File: src/rtl/control_fsm.sv
`default_nettype none
// ============================================================================
//  Module      : control_fsm
//  Description : Multicycle control unit for the single-issue datapath.
//                Sequences each instruction through FETCH, DECODE, EXECUTE,
//                MEM, WRITEBACK and PCUPDATE, drives the datapath strobes,
//                resolves BEQ/BNE and counts retired instructions.
//                Optional feature macro: ILLEGAL_TRAP_EN
//                  defined   : illegal instruction parks the FSM in HALT
//                  undefined : illegal instruction retires as a NOP
//  Revision    : 1.0 - initial release
// ============================================================================
module control_fsm #(
  parameter int CNT_W = 32
) (
  input  logic             clk,
  input  logic             rst_n,
  input  logic [6:0]       opcode,
  input  logic [2:0]       funct3,
  input  logic             zero,
  input  logic             mem_ready,
  output logic [3:0]       state,
  output logic             pcsrc,
  output logic             regwrite,
  output logic             alusrc,
  output logic [1:0]       aluop,
  output logic             memread,
  output logic             memwrite,
  output logic             memtoreg,
  output logic             illegal,
  output logic [CNT_W-1:0] retired
);

  // Opcode values of the supported instruction classes
  localparam logic [6:0] C_OP_R      = 7'b0110011;
  localparam logic [6:0] C_OP_IALU   = 7'b0010011;
  localparam logic [6:0] C_OP_LOAD   = 7'b0000011;
  localparam logic [6:0] C_OP_STORE  = 7'b0100011;
  localparam logic [6:0] C_OP_BRANCH = 7'b1100011;
  localparam logic [2:0] C_F3_BEQ    = 3'b000;
  localparam logic [2:0] C_F3_BNE    = 3'b001;

  // ALU operation encodings
  localparam logic [1:0] C_ALUOP_ADD   = 2'b00;
  localparam logic [1:0] C_ALUOP_SUB   = 2'b01;
  localparam logic [1:0] C_ALUOP_FUNCT = 2'b10;

  // Step encoding is visible on the state bus; the PC unit keys off 4'b1000
  typedef enum logic [3:0] {
    ST_FETCH     = 4'b0000,
    ST_DECODE    = 4'b0001,
    ST_EXECUTE   = 4'b0010,
    ST_MEM       = 4'b0011,
    ST_WRITEBACK = 4'b0100,
    ST_PCUPDATE  = 4'b1000,
    ST_HALT      = 4'b1111
  } state_e;

  // Instruction class captured at the end of FETCH; CL_NONE only after reset
  typedef enum logic [2:0] {
    CL_NONE  = 3'd0,
    CL_R     = 3'd1,
    CL_IALU  = 3'd2,
    CL_LOAD  = 3'd3,
    CL_STORE = 3'd4,
    CL_BEQ   = 3'd5,
    CL_BNE   = 3'd6,
    CL_ILL   = 3'd7
  } class_e;

  state_e           state_q,   state_d;
  class_e           class_q,   class_d;
  logic             zero_q,    zero_d;
  logic [CNT_W-1:0] retired_q, retired_d;

  class_e           w_class_dec;
  logic             w_is_branch;
  logic             w_taken;

  // Classify the raw opcode/funct3; only consumed while in FETCH
  always_comb begin
    w_class_dec = CL_ILL;
    case (opcode)
      C_OP_R:      w_class_dec = CL_R;
      C_OP_IALU:   w_class_dec = CL_IALU;
      C_OP_LOAD:   w_class_dec = CL_LOAD;
      C_OP_STORE:  w_class_dec = CL_STORE;
      C_OP_BRANCH: begin
        if (funct3 == C_F3_BEQ) begin
          w_class_dec = CL_BEQ;
        end else if (funct3 == C_F3_BNE) begin
          w_class_dec = CL_BNE;
        end else begin
          w_class_dec = CL_ILL;
        end
      end
      default:     w_class_dec = CL_ILL;
    endcase
  end

  // Branch resolution uses the zero flag captured at the end of EXECUTE
  always_comb begin
    w_is_branch = (class_q == CL_BEQ) || (class_q == CL_BNE);
    w_taken     = ((class_q == CL_BEQ) &&  zero_q) ||
                  ((class_q == CL_BNE) && !zero_q);
  end

  // Next-state sequencing plus capture of class, zero flag and retire count
  always_comb begin
    state_d   = state_q;
    class_d   = class_q;
    zero_d    = zero_q;
    retired_d = retired_q;

    case (state_q)
      ST_FETCH: begin
        class_d = w_class_dec;
        state_d = ST_DECODE;
      end

      ST_DECODE: begin
        if (class_q == CL_ILL || class_q == CL_NONE) begin
`ifdef ILLEGAL_TRAP_EN
          state_d = ST_HALT;
`else
          // Illegal instruction retires as a NOP with pcsrc=0
          state_d = ST_PCUPDATE;
`endif
        end else begin
          state_d = ST_EXECUTE;
        end
      end

      ST_EXECUTE: begin
        zero_d = zero;
        case (class_q)
          CL_R, CL_IALU:     state_d = ST_WRITEBACK;
          CL_LOAD, CL_STORE: state_d = ST_MEM;
          default:           state_d = ST_PCUPDATE;
        endcase
      end

      ST_MEM: begin
        // Hold until the memory reports completion
        if (mem_ready) begin
          if (class_q == CL_LOAD) begin
            state_d = ST_WRITEBACK;
          end else begin
            state_d = ST_PCUPDATE;
          end
        end
      end

      ST_WRITEBACK: begin
        state_d = ST_PCUPDATE;
      end

      ST_PCUPDATE: begin
        // PCUPDATE is always a single cycle, so every edge here retires one
        retired_d = retired_q + CNT_W'(1);
        state_d   = ST_FETCH;
      end

      ST_HALT: begin
`ifdef ILLEGAL_TRAP_EN
        state_d = ST_HALT;
`else
        state_d = ST_FETCH;
`endif
      end

      default: begin
        state_d = ST_FETCH;
      end
    endcase
  end

  // State, captured class/zero and retire counter; reset aborts any step
  always_ff @(posedge clk or negedge rst_n) begin
    if (!rst_n) begin
      state_q   <= ST_FETCH;
      class_q   <= CL_NONE;
      zero_q    <= 1'b0;
      retired_q <= '0;
    end else begin
      state_q   <= state_d;
      class_q   <= class_d;
      zero_q    <= zero_d;
      retired_q <= retired_d;
    end
  end

  // Moore strobes decoded from the current step and the captured class
  always_comb begin
    pcsrc    = 1'b0;
    regwrite = 1'b0;
    alusrc   = 1'b0;
    aluop    = C_ALUOP_ADD;
    memread  = 1'b0;
    memwrite = 1'b0;
    memtoreg = 1'b0;
    illegal  = 1'b0;

    case (state_q)
      ST_EXECUTE: begin
        alusrc = (class_q == CL_IALU) || (class_q == CL_LOAD) ||
                 (class_q == CL_STORE);
        if (class_q == CL_R || class_q == CL_IALU) begin
          aluop = C_ALUOP_FUNCT;
        end else if (w_is_branch) begin
          aluop = C_ALUOP_SUB;
        end else begin
          aluop = C_ALUOP_ADD;
        end
      end

      ST_MEM: begin
        memread  = (class_q == CL_LOAD);
        memwrite = (class_q == CL_STORE);
      end

      ST_WRITEBACK: begin
        regwrite = 1'b1;
        memtoreg = (class_q == CL_LOAD);
      end

      ST_PCUPDATE: begin
        pcsrc = w_taken;
      end

      ST_HALT: begin
`ifdef ILLEGAL_TRAP_EN
        illegal = 1'b1;
`else
        illegal = 1'b0;
`endif
      end

      default: begin
        pcsrc = 1'b0;
      end
    endcase
  end

  // Export the registered step and counter
  always_comb begin
    state   = state_q;
    retired = retired_q;
  end

endmodule
`default_nettype wire

File: config.mk
export PLATFORM = sky130hd
export DESIGN_NAME = control_fsm
export DESIGN_NICKNAME = d
export VERILOG_FILES = /design/src/rtl/control_fsm.sv
export SDC_FILE = /design/constraint.sdc
export NUM_CORES = 1
export LEC_CHECK = 0
export ABC_CLOCK_PERIOD_IN_PS = 6000
export BUFFER_PORTS_ARGS = -buffer_cell sky130_fd_sc_hd__buf_2
export CAP_MARGIN = 0
export CORE_AREA = 8 8 92 94
export CTS_CLUSTER_DIAMETER = 80
export CTS_CLUSTER_SIZE = 25
export DETAILED_ROUTE_END_ITERATION = 16
export DIE_AREA = 0 0 100 102
export PLACE_DENSITY_LB_ADDON = 0.25
export SYNTH_ARGS = -nofsm -noshare
export SYNTH_HDL_FRONTEND = slang
export SYNTH_SLANG_ARGS = --single-unit
File: constraint.sdc
create_clock -name clk -period 6 [get_ports clk]
set_clock_uncertainty 0.2 [all_clocks]
set_input_delay 1.2 -clock clk [delete_from_list [all_inputs] [get_ports clk]]
set_output_delay 1.2 -clock clk [all_outputs]
set_load 0.05 [all_outputs]
# == Word level (Yosys, flattened, before mapping) ==
# Cells that the tools add are included.
# Widths: inputs -> output; s select.
# op_classes
addsub,1
n_eq_ne,19
mux,17
reduce_logical,14
# op_table
operator,n
$add 32x1->32 const B,1
$pmux 4 s5,1
$pmux 3 s5,1
$eq 7x6->1 const B,2
$eq 3x3->1 const B,4
$mux 4,3
$eq 4x2->1 const B,2
$mux 1,8
$pmux 4 s2,1
$eq 7x2->1 const B,1
$eq 7x5->1 const B,1
$eq 7x7->1 const B,1
$eq 3x1->1 const B,2
$eq 3x2->1 const B,2
$logic_not 3->1,2
$logic_or 1x1->1,6
$mux 2,3
$eq 4x1->1 const B,1
$eq 4x3->1 const B,1
$eq 4x4->1 const B,1
$logic_not 4->1,1
$reduce_or 2->1,2
$logic_and 1x1->1,2
$ne 2x2->1 const B,1
$logic_not 1->1,1
# word_totals
ff_bits,40
out_inout_bits,45

# == Logic depth before layout (Yosys ltp) ==
# Gate-level depths: netlist of run 1.
# depth
ltp_word,5
depth_mapped,6

# == Least setup slack after synthesis of run 1 ==
# Ideal clock, no wire load.
# synth_timing
path_kind,reg-to-output
startpoint,"register state_q[1], in the netlist state[1]"
endpoint,output memtoreg
arrival_ns,3.537
t_required_ns,4.600
slack_ns,1.063
stages_incl_launch_ff,4
cell_sequence,dfrtp_1 clkbuf_1 nor4b_1 nor2b_1
# synth_via
elab_chain_cells,2
# synth_lines
item,line_no,source
"start, declared",71,"state_e state_q, state_d;"
"start signal, assigned",186,state_q <= state_d;
$eq 4x3->1,204,case (state_q)
$mux 1,204,
"end, declared",29,"output logic memtoreg,"
# No other way between the ends.

# == Final worst setup path of run 1 ==
# layout_timing
startpoint,"register state_q[1], in the netlist state[1]"
endpoint,output aluop[0]
# layout_via
elab_chain_cells,2
# layout_lines
item,line_no,source
$eq 4x2->1,204,
$mux 2,204,
"end, declared",26,"output logic [1:0] aluop,"
# No other way between the ends.

==> qor.csv, run 1 <==
stage,metric,value,unit
run_status,status,completed,
sta,final hold vios,0,
pwr,power density over the cells,314,nW/um^2
pwr,Max VDD drop,0.151,mV
floorplan,Initial Utilization,30.5,%
sta,"Min Clock Period, post-route",3.44,ns
clock_tree,# clock sinks,40,
worst_setup_path,worst-path maximum fanout,15,
clock_tree,total CTS buffers,5,
logic_synthesis,share of the synthesized area in the top cell type,46.5,%
cells_and_area,"commonest cells after routing, fill and taps aside","buf_2 (57), dfrtp_1 (40), xor2_1 (19), nor2_1 (17), nand2_1 (16)",
cells_and_area,n_diodes,0,
detailed_routing,final wirelength,5150,um
pwr,Final Power,826,uW
clock_tree,"Clk pin slew, worst setup/hold paths",0.08,ns
clock_tree,Root Buffer,clkbuf_8,
clock_tree,Clock Tree Buf Depth,2,
logic_synthesis,dominant synthesized flop cell,dfrtp_1,
worst_setup_path,crit path launch type,flip-flop,
detailed_routing,detailed-route via count,1784,
floorplan,Std-Cell Rows,31,
placed_design,DPL Wire Length,3770,um
clock_tree,hold_buf cts,0,
global_route,gr ovfl total,0,
clock_tree,CTS tree,yes,
global_route,Overall Global Routing Usage,10.6,%
worst_setup_path,WP data required,4.60,ns
cells_and_area,Final nets,285,
floorplan,Die Y-Extent,102,um
logic_synthesis,Async SR Flop Fraction,100,%
detailed_routing,number of routed nets with antenna violations,0,
logic_synthesis,yosys warns,0,
logic_synthesis,Mapped Avg Cell Area,9.92,um^2
hold_path,class of the worst hold path,reg2reg,
sta,max_slew headroom,39.0,%
logic_synthesis,post-synthesis cell area,2150,um^2
pwr,Pleak,1.31,nW
clock_tree,clk_lat worst skew,0.29,ns
cells_and_area,"most common cell after layout, fill and taps aside",buf_2,
sta,setup_tns,0,ns
global_route,first-pass GRT wire length,8610,um
global_route,vias in the first global route,1770,
logic_synthesis,largest area contributor in the netlist,dfrtp_1,
detailed_routing,WL/cell,13.9,um
logic_synthesis,syn nets,232,
sta,Setup Viol. Count Final,0,
logic_synthesis,"EDFF count, synth",0,
logic_synthesis,"Seq/Total Area, Yosys",46.5,%
logic_synthesis,Synth cell types,39,
global_route,largest net degree at the start of global routing,41,
sta,RSZ-0062 raised after global routing,no,
worst_setup_path,crit path capture type,output port,
logic_synthesis,Synth Register Bits,40,
detailed_routing,Pre-Repair DR Iteration Count,4,
sta,Final Slew Violations,0,
global_route,initial antenna violation count,0,
cells_and_area,share of cells above drive strength 1,28.4,%
placed_design,Port Buf Inserts,57,
placed_design,routability congestion estimate,0.818,
detailed_routing,DR DRC count,0,
floorplan,I/O pin count,59,
floorplan,area of the core,7060,um^2
cells_and_area,Synth-to-Final Area Change,22.3,%
detailed_routing,Vias/cell,4.82,
clock_tree,post_cts resized,0,
sta,final period utilization,57.3,%
worst_setup_path,crit path DAT,2.04,ns
clock_tree,# H-tree levels,2,
run,Max-Cap Viols,0,
logic_synthesis,"top cells by area, synth","dfrtp_1 (47%), xor2_1 (7.7%), xnor2_1 (5.3%)",
floorplan,die width,100,um
sta,Fmax,0.291,GHz
detailed_routing,Initial DRC Count,48,
clock_tree,Post CTS Setup Buffer Count,0,
logic_synthesis,Syn Inst Count,217,
worst_setup_path,Setup CP Type,reg2out,
floorplan,Die ar.,10200,um^2
sta,Slew @ Worst Pin,0.915,ns
==> cell type report <==
type	instances	area [um^2]
Clock buffer	7	96.3
Tap cell	99	124
Clock inverter	1	30.0
Sequential cell	40	1000
Timing Repair Buffer	57	285
Fill cell	752	4430
Inverter	4	15.0
Multi-Input combinational cell	162	1080
==> stage by stage <==
| stage | instances | worst slack, ns | instance area [um^2] | hold WS, ns | utilization (%) |
|---|---|---|---|---|---|
| after floorplan | 217 | 1.06 | 2150 | 0.305 | - |
| after global placement | 362 | 2.93 | 2500 | 0.255 | 35.5 |
| after detailed placement | 362 | 2.89 | 2500 | 0.259 | 35.5 |
| after CTS | 370 | 2.56 | 2630 | 0.272 | 37.3 |
| after global routing | 370 | 2.44 | 2630 | 0.307 | 37.3 |
| final | 370 | 2.56 | 2630 | 0.264 | 37.3 |
==> state kept, by name, indices dropped and copies added, names as in the netlist <==
register  flops
retired      32
state         4
class_q       3
zero_q        1
==> metal layers <==
metal  part of all wire, %  up-vias  track usage, %
li1                      -      874               -
met2                    45       52            16.2
met5                     0        -               0
met3                   7.3        6            3.47
met1                    47      852            13.2
met4                   1.1        0            5.12
==> power by group <==
group / switching (mW) / internal (mW) / total (mW) / leakage (nW)
combinational: 0.158 / 0.0758 / 0.234 / 0.714
sequential: 0.0510 / 0.299 / 0.350 / 0.529
clock: 0.0956 / 0.147 / 0.242 / 0.0645
==> worst max-delay path, cell delays in order, from the launching register on <==
cell and delay (ns):
dfrtp_1 0.62, or3b_2 0.52, nor2_1 0.18, and3_1 0.18
buf_2 0.26
==> synth_stat cells, types with 3 or more instances <==
master    instances
dfrtp_1          40
xor2_1           19
nor2_1           17
nand2_1          16
xnor2_1          13
nand3_1          12
nor4_1           11
nand4_1           9
o21ai_0           8
and3_1            7
clkbuf_1          6
nor3_1            6
a21oi_1           5
and2_1            4
and4_1            4
inv_1             4
nor2b_1           4
buf_2             3
mux2_2            3
==> path summary, 6_finish.rpt <==
check	start	end	slack (ns)	cells past startpoint
setup / recovery	state[1]	aluop[0]	2.56	4
hold / removal	retired[31]	retired[31]	0.26	1
setup reg to reg	state[0]	retired[23]	3.49	4
hold reg to reg	retired[31]	retired[31]	0.26	1
max in group asynchronous	rst_n	class_q[1]	4.19	1
min in group asynchronous	rst_n	retired[6]	0.84	1
==> cell families after synthesis <==
kind of cell / after synthesis / synth area share (%)
compound gates: 19 / 5.06
xor+xnor: 32 / 13.0
fa+ha+maj: 2 / 1.05
buf+inv: 15 / 3.31
flops: 40 / 46.5
mux: 3 / 1.57
other cells: 1 / 0.174
simple gates: 105 / 29.3
Note: power is estimated with default switching activity, not from simulation.
==> inputs of run 2 (changes only) <==
--- a/config.mk
+++ b/config.mk
@@ -5,7 +5,7 @@
 export SDC_FILE = /design/constraint.sdc
 export NUM_CORES = 1
 export LEC_CHECK = 0
-export ABC_CLOCK_PERIOD_IN_PS = 6000
+export ABC_CLOCK_PERIOD_IN_PS = 3200
 export BUFFER_PORTS_ARGS = -buffer_cell sky130_fd_sc_hd__buf_2
 export CAP_MARGIN = 0
 export CORE_AREA = 8 8 92 94
==> constraint.sdc (replaced) <==
create_clock -name clk -period 3.2 [get_ports clk]
set_clock_uncertainty 0.2 [all_clocks]
set_input_delay 0.64 -clock clk [delete_from_list [all_inputs] [get_ports clk]]
set_output_delay 0.64 -clock clk [all_outputs]
set_load 0.05 [all_outputs]
==> run 2 against run 1 <==
Effect of this change: flip-flop and latch count is the same; clock power grew 45%; sequential power increased by 80%; hold slack better by 0.0035 ns; routed wire length grew 1.8%; non-clock buffer count is 4 higher; final cell count rose by 1.1%; highest routed layer unchanged.
==> qor.csv, run 2 (same netlist as run 1, synthesis figures left out) <==
stage,metric,value,unit,change
detailed_routing,Initial DRC Count,28,,-42%
hold_path,startpoint of the worst hold path,retired[31],,
clock_tree,"Clk pin slew, worst setup/hold paths",0.08,ns,about the same
placed_design,DPL Wire Length,3800,um,+0.81%
cells_and_area,n_diodes,0,,unchanged
global_route,initial antenna violation count,0,,unchanged
clock_tree,clk_lat worst skew,0.29,ns,about the same
clock_tree,CTS tree,yes,,
floorplan,Die ar.,10200,um^2,unchanged
cells_and_area,post-layout util,37.5,%,+0.20 points
clock_tree,# clock sinks,40,,unchanged
worst_setup_path,Setup CP Type,reg2out,,
cells_and_area,"commonest cells after routing, fill and taps aside","buf_2 (57), dfrtp_1 (40), xor2_1 (19), nor2_1 (17), nand2_1 (16)",,
cells_and_area,Synth-to-Final Area Change,22.9,%,
cells_and_area,Final nets,289,,+1.4%
clock_tree,Clock Tree Buf Depth,2,,unchanged
floorplan,area of the core,7060,um^2,unchanged
clock_tree,hold_buf cts,0,,unchanged
detailed_routing,WL/cell,14.0,um,+0.72%
floorplan,Std-Cell Rows,31,,unchanged
cells_and_area,final std cells w/o fill,374,,+1.1%
global_route,vias in the first global route,1632,,-7.8%
hold_path,class of the worst hold path,reg2reg,,
pwr,power density over the cells,556,nW/um^2,+77%
floorplan,I/O pin count,59,,unchanged
floorplan,Die Y-Extent,102,um,unchanged
detailed_routing,Pre-Repair DR Iteration Count,4,,unchanged
detailed_routing,Vias/cell,4.74,,-1.6%
global_route,Overall Global Routing Usage,10.5,%,-0.13 points
worst_setup_path,R2R Path End,retired[25],,
detailed_routing,final wirelength,5240,um,+1.8%
sta,Final Slew Violations,0,,unchanged
worst_setup_path,Crit Reg-Reg Startpoint,state[1],,
worst_setup_path,crit path DAT,2.08,ns,+0.04 ns
floorplan,die width,100,um,unchanged
worst_setup_path,crit path launch type,flip-flop,,
sta,Setup Viol. Count Final,0,,unchanged
worst_setup_path,crit path capture type,output port,,
global_route,gr ovfl total,0,,unchanged
pwr,Final Power,1.47,mW,+78%
detailed_routing,detailed-route via count,1774,,-0.56%
placed_design,Port Buf Inserts,57,,unchanged
hold_path,hold path depth,1,,unchanged
sta,Fmax,0.343,GHz,
placed_design,routability congestion estimate,0.728,,-11%
sta,RSZ-0062 raised after global routing,no,,
placed_design,dpl ws,0.580,ns,-2.31 ns
cells_and_area,share of cells above drive strength 1,29.5,%,+1.0 points
worst_setup_path,r2r setup slk,0.64,ns,-2.85 ns
detailed_routing,number of routed nets with antenna violations,0,,unchanged
sta,"Min Clock Period, post-route",2.92,ns,
sta,max_slew headroom,38.7,%,-0.25 points
pwr,Max VDD drop,0.255,mV,+69%
run_status,status,completed,,
clock_tree,Post CTS Setup Buffer Count,0,,unchanged
cells_and_area,"most common cell after layout, fill and taps aside",buf_2,,
clock_tree,# H-tree levels,2,,unchanged
worst_setup_path,worst-path maximum fanout,15,,unchanged
floorplan,Initial Utilization,30.5,%,unchanged
cells_and_area,number of flip-flops under the largest register name,32,,unchanged
clock_tree,total CTS buffers,5,,unchanged
detailed_routing,DR DRC count,0,,unchanged
placed_design,dpl cells,366,,+1.1%
pwr,Pleak,1.31,nW,about the same
sta,final hold vios,0,,unchanged
worst_setup_path,WP data required,2.36,ns,-2.24 ns
sta,Slew @ Worst Pin,0.919,ns,+0.00377 ns
cells_and_area,post-route cell area,2650,um^2,+0.52%
run,Max-Cap Viols,0,,unchanged
global_route,first-pass GRT wire length,8540,um,-0.80%
sta,final period utilization,91.2,%,
cells_and_area,Filler cells,760,,+1.1%
placed_design,DP Area,2550,um^2,+2.0%
global_route,largest net degree at the start of global routing,41,,unchanged
clock_tree,post_cts resized,0,,unchanged
hold_path,WHS Endpoint,retired[31],,
sta,setup ws final,0.281,ns,-2.28 ns
clock_tree,Root Buffer,clkbuf_8,,
worst_setup_path,cells on worst reg2reg path,4,,unchanged
run 2: changes by cell type in the layout (fill, tap and decap cells not counted):
cell / previous run / this run
buf_4: 0 / 4
clkbuf_1: 0 / 2
a211oi_1: 2 / 1
a211oi_2: 0 / 1
bufinv_16: 1 / 0
clkbuf_8: 7 / 6
nor4b_1: 2 / 1
nor4b_4: 1 / 2
run 2: how the worst max path moves through the flow:
stage / start / cells past startpoint / slack [ns] / end
global route: state[1] / 4 / 0.17 / aluop[0]
detailed placement: state[1] / 4 / 0.58 / aluop[0]
CTS: state[1] / 4 / 0.27 / aluop[0]
floorplan: state[1] / 3 / -0.06 / memtoreg
global placement: state[1] / 4 / 0.63 / aluop[0]
finish: state[1] / 4 / 0.28 / aluop[0]
run 2: area by class of cell:
cell class / count / area [um^2] / area share [%]
multi-input cells: 162 / 1100 / 41.6
clock buffers: 8 / 90.1 / 3.41
well taps: 99 / 124 / 4.68
repair buffers: 61 / 315 / 11.9
flip-flops and latches: 40 / 1000 / 37.8
inverters: 4 / 15.0 / 0.568
run 2: metal layers:
metal	vias up	wire [um]	track usage (%)
met2	46	2290	15.4
met1	839	2580	14.2
met5	-	0	0
met3	6	290	2.93
li1	883	-	-
met4	0	75	3.84
run 2: per-stage QoR:
step / TNS (ns) / hold WS (ns)
floorplan: -0.0619 / 0.144
global placement: 0 / 0.260
detailed placement: 0 / 0.258
CTS: 0 / 0.272
global route: 0 / 0.296
finish: 0 / 0.268
run 2: critical path: stages (launching register included):
cell and delay (ns):
dfrtp_1 0.66, or3b_2 0.53, nor2_1 0.18, and3_1 0.17, buf_2 0.26
run 2: power by group:
group	internal (mW)	switching, mW	leakage, nW
clock network	0.176	0.175	0.0455
logic	0.155	0.333	0.733
registers	0.560	0.0711	0.529
total	0.891	0.579	1.31
==> inputs of run 3 (changes only) <==
--- a/config.mk
+++ b/config.mk
@@ -13,7 +13,6 @@
 export CTS_CLUSTER_SIZE = 25
 export DETAILED_ROUTE_END_ITERATION = 16
 export DIE_AREA = 0 0 100 102
-export PLACE_DENSITY_LB_ADDON = 0.25
 export SYNTH_ARGS = -nofsm -noshare
 export SYNTH_HDL_FRONTEND = slang
 export SYNTH_SLANG_ARGS = --single-unit
==> run 3 against run 2 <==
Effect of this change: via count is 0.23% lower; global-route usage is 0.49 points lower; largest power group unchanged; critical endpoint unchanged; final cell count is 0.80% lower; worst setup slack better by 0.0016 ns; design area hardly changed; total power is 2.9% higher; flip-flop and latch count stayed put; sequential power is 4.4% higher; sequential share of layout area hardly changed; highest routed layer unchanged; utilization hardly changed.
==> qor.csv, run 3 (same netlist as run 1, synthesis figures left out) <==
stage,metric,value,unit,change
worst_setup_path,Setup CP Type,reg2out,,
clock_tree,hold_buf cts,0,,unchanged
clock_tree,post_cts resized,0,,unchanged
cells_and_area,number of flip-flops under the largest register name,32,,unchanged
hold_path,startpoint of the worst hold path,retired[31],,
sta,Final Slew Violations,0,,unchanged
worst_setup_path,R2R Path End,retired[25],,
floorplan,Die Y-Extent,102,um,unchanged
worst_setup_path,cells on worst reg2reg path,4,,unchanged
clock_tree,CTS tree,yes,,
sta,Setup Viol. Count Final,0,,unchanged
worst_setup_path,Crit Reg-Reg Startpoint,state[0],,
detailed_routing,Initial DRC Count,33,,+18%
pwr,power density over the cells,572,nW/um^2,+2.9%
worst_setup_path,crit path launch type,flip-flop,,
pwr,Pleak,1.30,nW,-0.35%
cells_and_area,share of cells above drive strength 1,29.4,%,-0.043 points
pwr,P_sw,577,uW,-0.38%
detailed_routing,Vias/cell,4.77,,+0.58%
sta,final period utilization,91.2,%,about the same
sta,"Min Clock Period, post-route",2.92,ns,-0.00158 ns
cells_and_area,final std cells w/o fill,371,,-0.80%
sta,max_slew headroom,39.5,%,+0.76 points
cells_and_area,post-layout util,37.5,%,about the same
detailed_routing,Pre-Repair DR Iteration Count,4,,unchanged
placed_design,DPL Wire Length,3760,um,-0.96%
detailed_routing,WL/cell,13.6,um,-2.6%
clock_tree,clk_lat worst skew,0.29,ns,about the same
hold_path,hold path depth,1,,unchanged
detailed_routing,number of routed nets with antenna violations,0,,unchanged
worst_setup_path,CP top delay family,simple AND/OR/NAND/NOR gates,,
detailed_routing,final wirelength,5060,um,-3.4%
hold_path,class of the worst hold path,reg2reg,,
sta,Slew @ Worst Pin,0.907,ns,-0.0114 ns
pwr,Max VDD drop,0.219,mV,-14%
cells_and_area,Final nets,286,,-1.0%
worst_setup_path,WP data required,2.36,ns,about the same
cells_and_area,Filler cells,743,,-2.2%
placed_design,Port Buf Inserts,57,,unchanged
clock_tree,Clock Tree Buf Depth,2,,unchanged
pwr,Clock Power Share,27.1,%,+3.2 points
sta,setup ws final,0.283,ns,+0.00158 ns
run,Max-Cap Viols,0,,unchanged
detailed_routing,detailed-route via count,1770,,-0.23%
clock_tree,Post CTS Setup Buffer Count,0,,unchanged
global_route,vias in the first global route,1661,,+1.8%
sta,RSZ-0062 raised after global routing,no,,
worst_setup_path,crit path capture type,output port,,
global_route,initial antenna violation count,0,,unchanged
cells_and_area,n_diodes,0,,unchanged
worst_setup_path,worst-path maximum fanout,15,,unchanged
floorplan,Die ar.,10200,um^2,unchanged
cells_and_area,"most common cell after layout, fill and taps aside",buf_2,,
global_route,largest net degree at the start of global routing,41,,unchanged
placed_design,dpl cells,363,,-0.82%
pwr,Comb power frac,29.3,%,-3.9 points
global_route,Overall Global Routing Usage,9.98,%,-0.49 points
detailed_routing,DR DRC count,0,,unchanged
worst_setup_path,critical path cell sequence,"or3b_2, nor2_1, and3_1, buf_2",,
pwr,register share of total power,43.5,%,+0.5 points
worst_setup_path,slowest cell on the critical path,dfrtp_1,,
placed_design,routability congestion estimate,0.775,,+6.5%
floorplan,Initial Utilization,30.5,%,unchanged
clock_tree,# clock sinks,40,,unchanged
pwr,Final Power,1.51,mW,+2.9%
floorplan,I/O pin count,59,,unchanged
sta,final hold vios,0,,unchanged
global_route,first-pass GRT wire length,8340,um,-2.3%
floorplan,Std-Cell Rows,31,,unchanged
sta,Fmax,0.343,GHz,about the same
clock_tree,"Clk pin slew, worst setup/hold paths",0.08,ns,about the same
pwr,Sw Share,38.1,%,-1.2 points
cells_and_area,Synth-to-Final Area Change,22.8,%,about the same
clock_tree,total CTS buffers,5,,unchanged
worst_setup_path,slowest cell delay on critical path,0.65,ns,about the same
run_status,status,completed,,
worst_setup_path,crit path DAT,2.08,ns,about the same
pwr,Pint,936,uW,+5.0%
clock_tree,Root Buffer,clkbuf_8,,
floorplan,die width,100,um,unchanged
cells_and_area,"commonest cells after routing, fill and taps aside","buf_2 (57), dfrtp_1 (40), xor2_1 (19), nor2_1 (17), nand2_1 (16)",,
worst_setup_path,instance count on the critical path,4,,unchanged
hold_path,WHS Endpoint,retired[31],,
worst_setup_path,r2r setup slk,0.70,ns,+0.06 ns
clock_tree,# H-tree levels,2,,unchanged
global_route,gr ovfl total,0,,unchanged
floorplan,area of the core,7060,um^2,unchanged
placed_design,dpl ws,0.596,ns,+0.0158 ns
worst_setup_path,worst path bufs/invs,1,,unchanged
[run 3: cell types whose count changed in the layout (fill, tap and decap cells not counted), sizes merged]
cell	change
buf	-3
clkbuf	-3
bufinv	+1
clkinv	+1
clkinvlp	+1
[run 3: per-stage QoR]
stage / setup TNS (ns) / hold slack, ns / area, um^2
3_3_place_gp: 0 / 0.258 / 2530
2_1_floorplan: -0.0619 / 0.144 / 2170
6_report: 0 / 0.265 / 2640
3_5_place_dp: 0 / 0.255 / 2530
5_1_grt: 0 / 0.307 / 2640
4_1_cts: 0 / 0.269 / 2640
[run 3: worst reg2reg max path: stages, from the launching register on]
cell and delay [ns]:
dfrtp_1 0.58, nor4b_4 0.55, nand4_2 0.46, nor4_1 0.45
xor2_1 0.19
[run 3: layout make-up]
type,instances,area [um^2],share of cell area (%)
Sequential cell,40,1000,37.9
Clock buffer,5,68.8,2.60
Clock inverter,3,42.5,1.61
Tap cell,99,124,4.69
Timing Repair Buffer,58,293,11.1
Inverter,4,15.0,0.568
Multi-Input combinational cell,162,1100,41.6
[run 3: power groups by stage]
stage | sequential [mW] | clock (mW) | combinational (mW)
5_1_grt | 0.673 | 0.440 | 0.486
3_5_place_dp | 0.668 | 0 | 0.450
3_3_place_gp | 0.666 | 0 | 0.450
4_1_cts | 0.658 | 0.426 | 0.453
2_1_floorplan | 0.793 | 0 | 0.206
6_report | 0.659 | 0.410 | 0.444
[run 3: metal layers]
layer  share of wire [%]  GRT usage (%)  vias up
li1                    -              -      876
met1                  46           12.3      847
met2                  47           16.4       43
met3                 6.6           3.20        4
met4                0.73           2.79        0
met5                   0              0        -
[run 3: worst max-delay path by stage]
stage                        start       end
final                     state[1]  aluop[0]
after global routing      state[1]  aluop[0]
after CTS                 state[1]  aluop[0]
after detailed placement  state[1]  aluop[0]
after global placement    state[1]  aluop[0]
after floorplan           state[1]  memtoreg
